`src/rtl/serial_adder_pkg.sv`:
```
// serial_adder_pkg: shared types and constants
// for the bit-serial adder.
package serial_adder_pkg;

  typedef enum logic [1:0] {
    IDLE,
    RUN,
    DONE
  } sa_state_t;

  localparam int SA_WIDTH_DEFAULT = 8;

endpackage

```
`src/rtl/full_adder.sv`:
```
// full_adder: single-bit adder cell
// shared by the serial datapath.
module full_adder (
  input  logic a,
  input  logic b,
  input  logic cin,
  output logic sum,
  output logic cout
);

  assign sum  = a ^ b ^ cin;
  assign cout = (a & b) | (cin & (a ^ b));

endmodule

```
`src/rtl/serial_adder.sv`:
```
// serial_adder: LSB-first bit-serial adder
// built around one full_adder cell.
module serial_adder
  import serial_adder_pkg::*;
#(
  parameter int WIDTH = SA_WIDTH_DEFAULT
) (
  input  logic             clk,
  input  logic             rst,
  input  logic             start,
  input  logic [WIDTH-1:0] a,
  input  logic [WIDTH-1:0] b,
  input  logic             cin,
  output logic             busy,
  output logic             done,
  output logic [WIDTH-1:0] sum,
  output logic             cout
);

  localparam int CW = $clog2(WIDTH);
  localparam logic [CW-1:0] LAST = CW'(WIDTH - 1);

  sa_state_t        state_q, state_d;
  logic [WIDTH-1:0] sa_q, sa_d;
  logic [WIDTH-1:0] sb_q, sb_d;
  logic [WIDTH-1:0] sr_q, sr_d;
  logic             c_q, c_d;
  logic [CW-1:0]    cnt_q, cnt_d;
  logic [WIDTH-1:0] sum_q, sum_d;
  logic             cout_q, cout_d;
  logic             busy_q, busy_d;
  logic             done_q, done_d;

  logic fa_s;
  logic fa_co;

  full_adder u_fa (
    .a    (sa_q[0]),
    .b    (sb_q[0]),
    .cin  (c_q),
    .sum  (fa_s),
    .cout (fa_co)
  );

  // Next-state, datapath shifts and flag decode.
  always_comb begin
    state_d = state_q;
    sa_d    = sa_q;
    sb_d    = sb_q;
    sr_d    = sr_q;
    c_d     = c_q;
    cnt_d   = cnt_q;
    sum_d   = sum_q;
    cout_d  = cout_q;
    unique case (state_q)
      IDLE: begin
        if (start) begin
          sa_d    = a;
          sb_d    = b;
          c_d     = cin;
          cnt_d   = '0;
          sr_d    = '0;
          state_d = RUN;
        end
      end
      RUN: begin
        sa_d = sa_q >> 1;
        sb_d = sb_q >> 1;
        sr_d = {fa_s, sr_q[WIDTH-1:1]};
        c_d  = fa_co;
        if (cnt_q == LAST) begin
          sum_d   = {fa_s, sr_q[WIDTH-1:1]};
          cout_d  = fa_co;
          state_d = DONE;
        end else begin
          cnt_d = cnt_q + 1'b1;
        end
      end
      DONE: state_d = IDLE;
      default: state_d = IDLE;
    endcase
    busy_d = (state_d == RUN);
    done_d = (state_d == DONE);
  end

  // State and datapath registers; reset discards any operation.
  always_ff @(posedge clk or posedge rst) begin
    if (rst) begin
      state_q <= IDLE;
      sa_q    <= '0;
      sb_q    <= '0;
      sr_q    <= '0;
      c_q     <= 1'b0;
      cnt_q   <= '0;
      sum_q   <= '0;
      cout_q  <= 1'b0;
      busy_q  <= 1'b0;
      done_q  <= 1'b0;
    end else begin
      state_q <= state_d;
      sa_q    <= sa_d;
      sb_q    <= sb_d;
      sr_q    <= sr_d;
      c_q     <= c_d;
      cnt_q   <= cnt_d;
      sum_q   <= sum_d;
      cout_q  <= cout_d;
      busy_q  <= busy_d;
      done_q  <= done_d;
    end
  end

  assign busy = busy_q;
  assign done = done_q;
  assign sum  = sum_q;
  assign cout = cout_q;

endmodule

```
`config.mk`:
```
export PLATFORM = sky130hd
export DESIGN_NAME = serial_adder
export DESIGN_NICKNAME = d
export VERILOG_FILES = /design/src/rtl/serial_adder_pkg.sv /design/src/rtl/full_adder.sv /design/src/rtl/serial_adder.sv
export SDC_FILE = /design/constraint.sdc
export NUM_CORES = 1
export LEC_CHECK = 0
export CAP_MARGIN = 20
export CORE_ASPECT_RATIO = 0.9
export CORE_UTILIZATION = 30
export DETAILED_ROUTE_END_ITERATION = 10
export GPL_TIMING_DRIVEN = 1
export HOLD_SLACK_MARGIN = 0.02
export PLACE_DENSITY = 0.55
export SLEW_MARGIN = 25
export SYNTH_ARGS = -nofsm -noshare
export SYNTH_HDL_FRONTEND = slang
export SYNTH_SLANG_ARGS = --single-unit
```
`constraint.sdc`:
```
create_clock -name clk -period 3.06 [get_ports clk]
set_input_delay 0.765 -clock clk [delete_from_list [all_inputs] [get_ports clk]]
set_output_delay 0.765 -clock clk [all_outputs]
set_load 0.01 [all_outputs]
```
---- After elaboration in Yosys (flattened, before gate mapping) ----
Cells that the tools add are included.
word-level totals
  bits in registers ....................... 41
  latch bits .............................. 0
  memory bits (writable) .................. 0
  ROM bits ................................ 0
  memories ................................ 0
operators by class
  add/sub/neg operators ................... 1
  multiply operators ...................... 0
  divide/modulo/power cells ............... 0
  magnitude comparators ................... 0
  equal/unequal tests ..................... 6
  shifts and indexed selects .............. 0
  multiplexer cells ....................... 14
  bitwise logic cells ..................... 5
  reductions and logical operators ........ 5
operators by type and width
  operator             count
  $pmux 8 s2           3
  $mux 8               3
  $mux 3               2
  $pmux 3 s2           1
  $eq 2x1->1 const B   2
  $mux 2               2
  $ne 2x2->1 const B   2
  $pmux 2 s2           1
  $reduce_and 2->1     2
  $add 3x1->3 const B  1
  $eq 3x3->1 const B   1
  $reduce_and 3->1     1
  $and 1x1->1          2
  $eq 2x2->1 const B   1
  $logic_not 2->1      1
  $pmux 1 s2           1
  $reduce_bool 2->1    1
  $xor 1x1->1          2
  $mux 1               1
  $or 1x1->1           1

---- Longest topological paths before layout ----
  depth in word-level cells ............... 4
  gate-level depth with buffers ........... 5

---- By module ----
A second synthesis with hierarchy kept.
unflattened totals
  cells, all modules ...................... 148
  area total of the unflattened synthesis .. 1820.5 um^2
modules (own cells, without submodules)
  module        times used  cells an instance  area an instance (um^2)  sequential area each (um^2)
  serial_adder  1           147                1800.5                   1001.0
  full_adder    1           1                  20.0                     0.0

---- Worst setup path before layout ----
OpenSTA, ideal clock, no wires.
  kind .................................... reg-to-reg
  start point ............................. reg cnt_q[0]
  end point ............................... reg sum_q[0] (netlist: sum[0])
  arrival ................................. 1.453 ns
  path slack .............................. 1.482 ns
  stages on the path, launching flop included .. 6
  period minus slack after synthesis ...... 1.578 ns
  cells stage by stage .................... dfrtp_1 -> ha_1 -> ha_1 -> nand3b_1 -> buf_2 -> mux2_2
on the way
  word-level cells in the longest chain between the ends .. 2
RTL lines
  what                               RTL line             text
  start: declaration                 serial_adder.sv:28   logic [CW-1:0] cnt_q, cnt_d;
  start signal: assignment           serial_adder.sv:105  cnt_q <= cnt_d;
  $eq 3x3->1                         serial_adder.sv:71   if (cnt_q == LAST) begin
  $reduce_and 2->1 (no source line)  -
  end signal: assignment             serial_adder.sv:106  sum_q <= sum_d;
  end: declaration                   serial_adder.sv:29   logic [WIDTH-1:0] sum_q, sum_d;
No other way between the ends.
A chain may end at the register's enable or synchronous reset.

---- Worst setup path after layout ----
  start point ............................. in start
  end point ............................... reg sa_q[2]
on the way
  word-level cells in the longest chain between the ends .. 2
RTL lines
  what                               RTL line             text
  start: declaration                 serial_adder.sv:10   input logic start,
  $ne 2x2->1 (no source line)        -
  $reduce_and 2->1 (no source line)  -
  end signal: assignment             serial_adder.sv:90   sa_q <= '0;
  end signal: assignment             serial_adder.sv:101  sa_q <= sa_d;
  end: declaration                   serial_adder.sv:24   logic [WIDTH-1:0] sa_q, sa_d;
No other way between the ends.

==> impl_results.md <==
- Status: finished with violations
- Violations in the final reports: design-rule violations
- First-pass detailed-route iteration total: 8
- Critical-path cell list: clkdlybuf4s50_1 -> nor2b_1 -> a222oi_1
- RSZ-0062 raised after global routing: no
- P_leak: 0.00104 uW
- Min Clock Period, post-route: 2.09 ns
- Worst-margin pin slew: 0.600 ns
- CP bufs+invs: 1
- Tot GR Track Use: 0.132
- Die span in x: 84.2 um
- Maximum Capacitance Violations: 0
- Crit Path Category: in -> reg
- Initial Util: 0.317
- Die ar.: 0.00640 mm^2
- Reg area: 0.00100 mm^2
- WP data arrival: 2.22 ns
- TritonCTS clock tree: yes
- Cell Area, Synth: 0.00183 mm^2
- Class of the worst hold path: reg -> reg
- Worst Setup Start Kind: input port
- CTS Root Cell: clkbuf_8
- Via Count: 1288
- Initial antenna violation count: 0
- Gpl congestion: 0.720
- P&R area growth vs syn: 24.3%
- R2R Setup Slk: 1.22 ns
- Post-synth top area cell: dfrtp_1
- Max Freq: 478 MHz
- Vias in the first global route: 1329
- Worst-Skew Late Latency: 0.29 ns
- DRT Wirelength: 3770 um
- CP Launch Point: start
- Psw: 689 uW
- Rows: 26
- Syn Area/Cell: 11.7 um^2
- Final hold viol count: 0
- Clock power frac: 0.203
- Ys flop type: dfrtp_1
- Post-cts resize count: 0
- Largest net degree at the start of global routing: 41
- Share of post-route cells with drive strength above 1: 0.114
- Grt ovf: 0
- Final nets: 207
- Post-CTS Setup Bufs: 0
- R2r startpoint: cnt_q[0]
- Post-Route Setup TNS: 0 ns
- Hold buffers post-CTS: 0
- DR vias/cell: 5.05
- Synth top area share: 0.548
- Cell area after layout: 0.00227 mm^2
- # IOs: 31
- Crit-path slowest cell: clkdlybuf4s50_1
- Ys Warns: 0
- Final Max Tran Viols: 0
- Start point of the worst hold path: sum[7]
- Syn Nets: 179
- Final Setup Violations: 0
- Core area: 0.00576 mm^2
- Worst Path Required: 3.19 ns
- Max incr delay on CP: 0.70 ns
- Setup Skew: 0.00694 ns
- Switching Share: 0.327
- Post-Layout Cell Count: 255
- Clk slew on worst S/H paths: 0.08 ns
- Slew margin rel.: 0.599
- Num Clock Sinks: 40
- Endpoint kind of the worst setup timing path: register
- Cells after DPL: 247
- H-tree depth: 2
- Multi-input logic area: 652 um^2
- Max clock buf depth: 2
- Combinational cell fraction of total power: 0.379
- Synth async-reset ratio: 1.00
- Ranking of synthesized cells by instance count: dfrtp_1 (40), inv_1 (24), a222oi_1 (9), nor2_1 (9), mux2_2 (8)
- I/O Buffers: 30
- Yosys cell types: 31
- Mapped Cells: 156
- Inserted Diodes: 0
- Tot Pwr: 2110 uW
- Final period util: 0.683
- Post-synth EDFFs: 0
- CP delay by family, top: buffers and inverters
- # DRC: 4
- Yosys reg bits: 40
- Share of power burned in registers: 0.418
- WL per Instance: 14.8 um
- Chip height: 76.0 um
- VDD IR-drop max: 0.417 mV
- DP Area: 0.00216 mm^2
- Cell with the most instances after synthesis: dfrtp_1
- Filler cells: 563
- Post-DRT Antenna Nets: 0
- Internal Power: 1420 uW
- First-pass GRT wire length: 6570 um
- Synth top area cells: dfrtp_1 (55%), a222oi_1 (4.9%), inv_1 (4.9%), mux2_2 (4.9%), a22o_1 (3.4%)
- Crit-path max FO: 14
- Seq/Total Area, Yosys: 0.548
- Pwr/cell area: 929 mW/mm^2
- Drt initial violations: 138
- Dpl hpwl: 2560 um
- TritonCTS buffer count: 5
power groups by stage:
stage | sequential [uW] | combinational [uW] | clock, uW
floorplan | 880 | 575 | 0
global placement | 879 | 779 | 0
detailed placement | 890 | 808 | 0
CTS | 882 | 813 | 438
global route | 909 | 894 | 462
finish | 881 | 800 | 428
cell usage in the layout, fill, tap and decap left out, types with 5 or more instances in the layout:
| cell type | count |
|---|---|
| dfrtp_1 | 40 |
| nor4b_1 | 7 |
| clkbuf_8 | 5 |
| inv_1 | 24 |
| nor3b_1 | 6 |
| a211oi_1 | 6 |
| a22o_1 | 7 |
| a222oi_1 | 9 |
| clkdlybuf4s50_1 | 30 |
| mux2_2 | 8 |
| nor2_1 | 9 |
registers in the layout, indices dropped and copies added, names as in the netlist:
register / count
sa_q: 8
sb_q: 8
c_q: 1
cnt_q: 3
sum: 8
sr_q: 7
done: 1
busy: 1
cout: 1
state_q: 2
through the flow:
step                hold WS, ns  setup WS [ns]  utilization
global route              0.540          0.775        0.394
finish                    0.507          0.970        0.394
detailed placement        0.487          0.672        0.375
global placement          0.486          0.732        0.375
floorplan                 0.462           1.38            -
CTS                       0.511          0.980        0.394
layer usage:
metal | routed length [um] | track usage | up-vias
li1 | - | - | 608
met1 | 1780 | 0.188 | 635
met2 | 1720 | 0.191 | 38
met3 | 193 | 0.0303 | 7
met4 | 76 | 0.0569 | 0
met5 | 0 | 0 | -
final timing paths:
kind                            cells past startpoint  endpoint
worst max register to register                      4    sum[5]
max in group asynchronous                           3   sa_q[6]
worst max-delay path                                3   sa_q[2]
worst min register to register                      1    sum[7]
min in group asynchronous                           3      done
worst min-delay path                                1    sum[7]
cells by family after synthesis:
family | synth area share
buffers and inverters | 0.0946
AND/OR/NAND/NOR | 0.131
multiplexers | 0.0548
flip-flops | 0.548
AO/OA/AOI/OAI | 0.147
adder cells (fa/ha/maj) | 0.0247
cell type report:
cell class,instances,share of cell area
clock inverter,2,0.0154
multi-input combinational,79,0.287
sequential,40,0.441
clock buffer,6,0.0320
timing repair buffer,34,0.146
tap,70,0.0386
inverter,24,0.0397
Power figures use the tool's default switching activity.
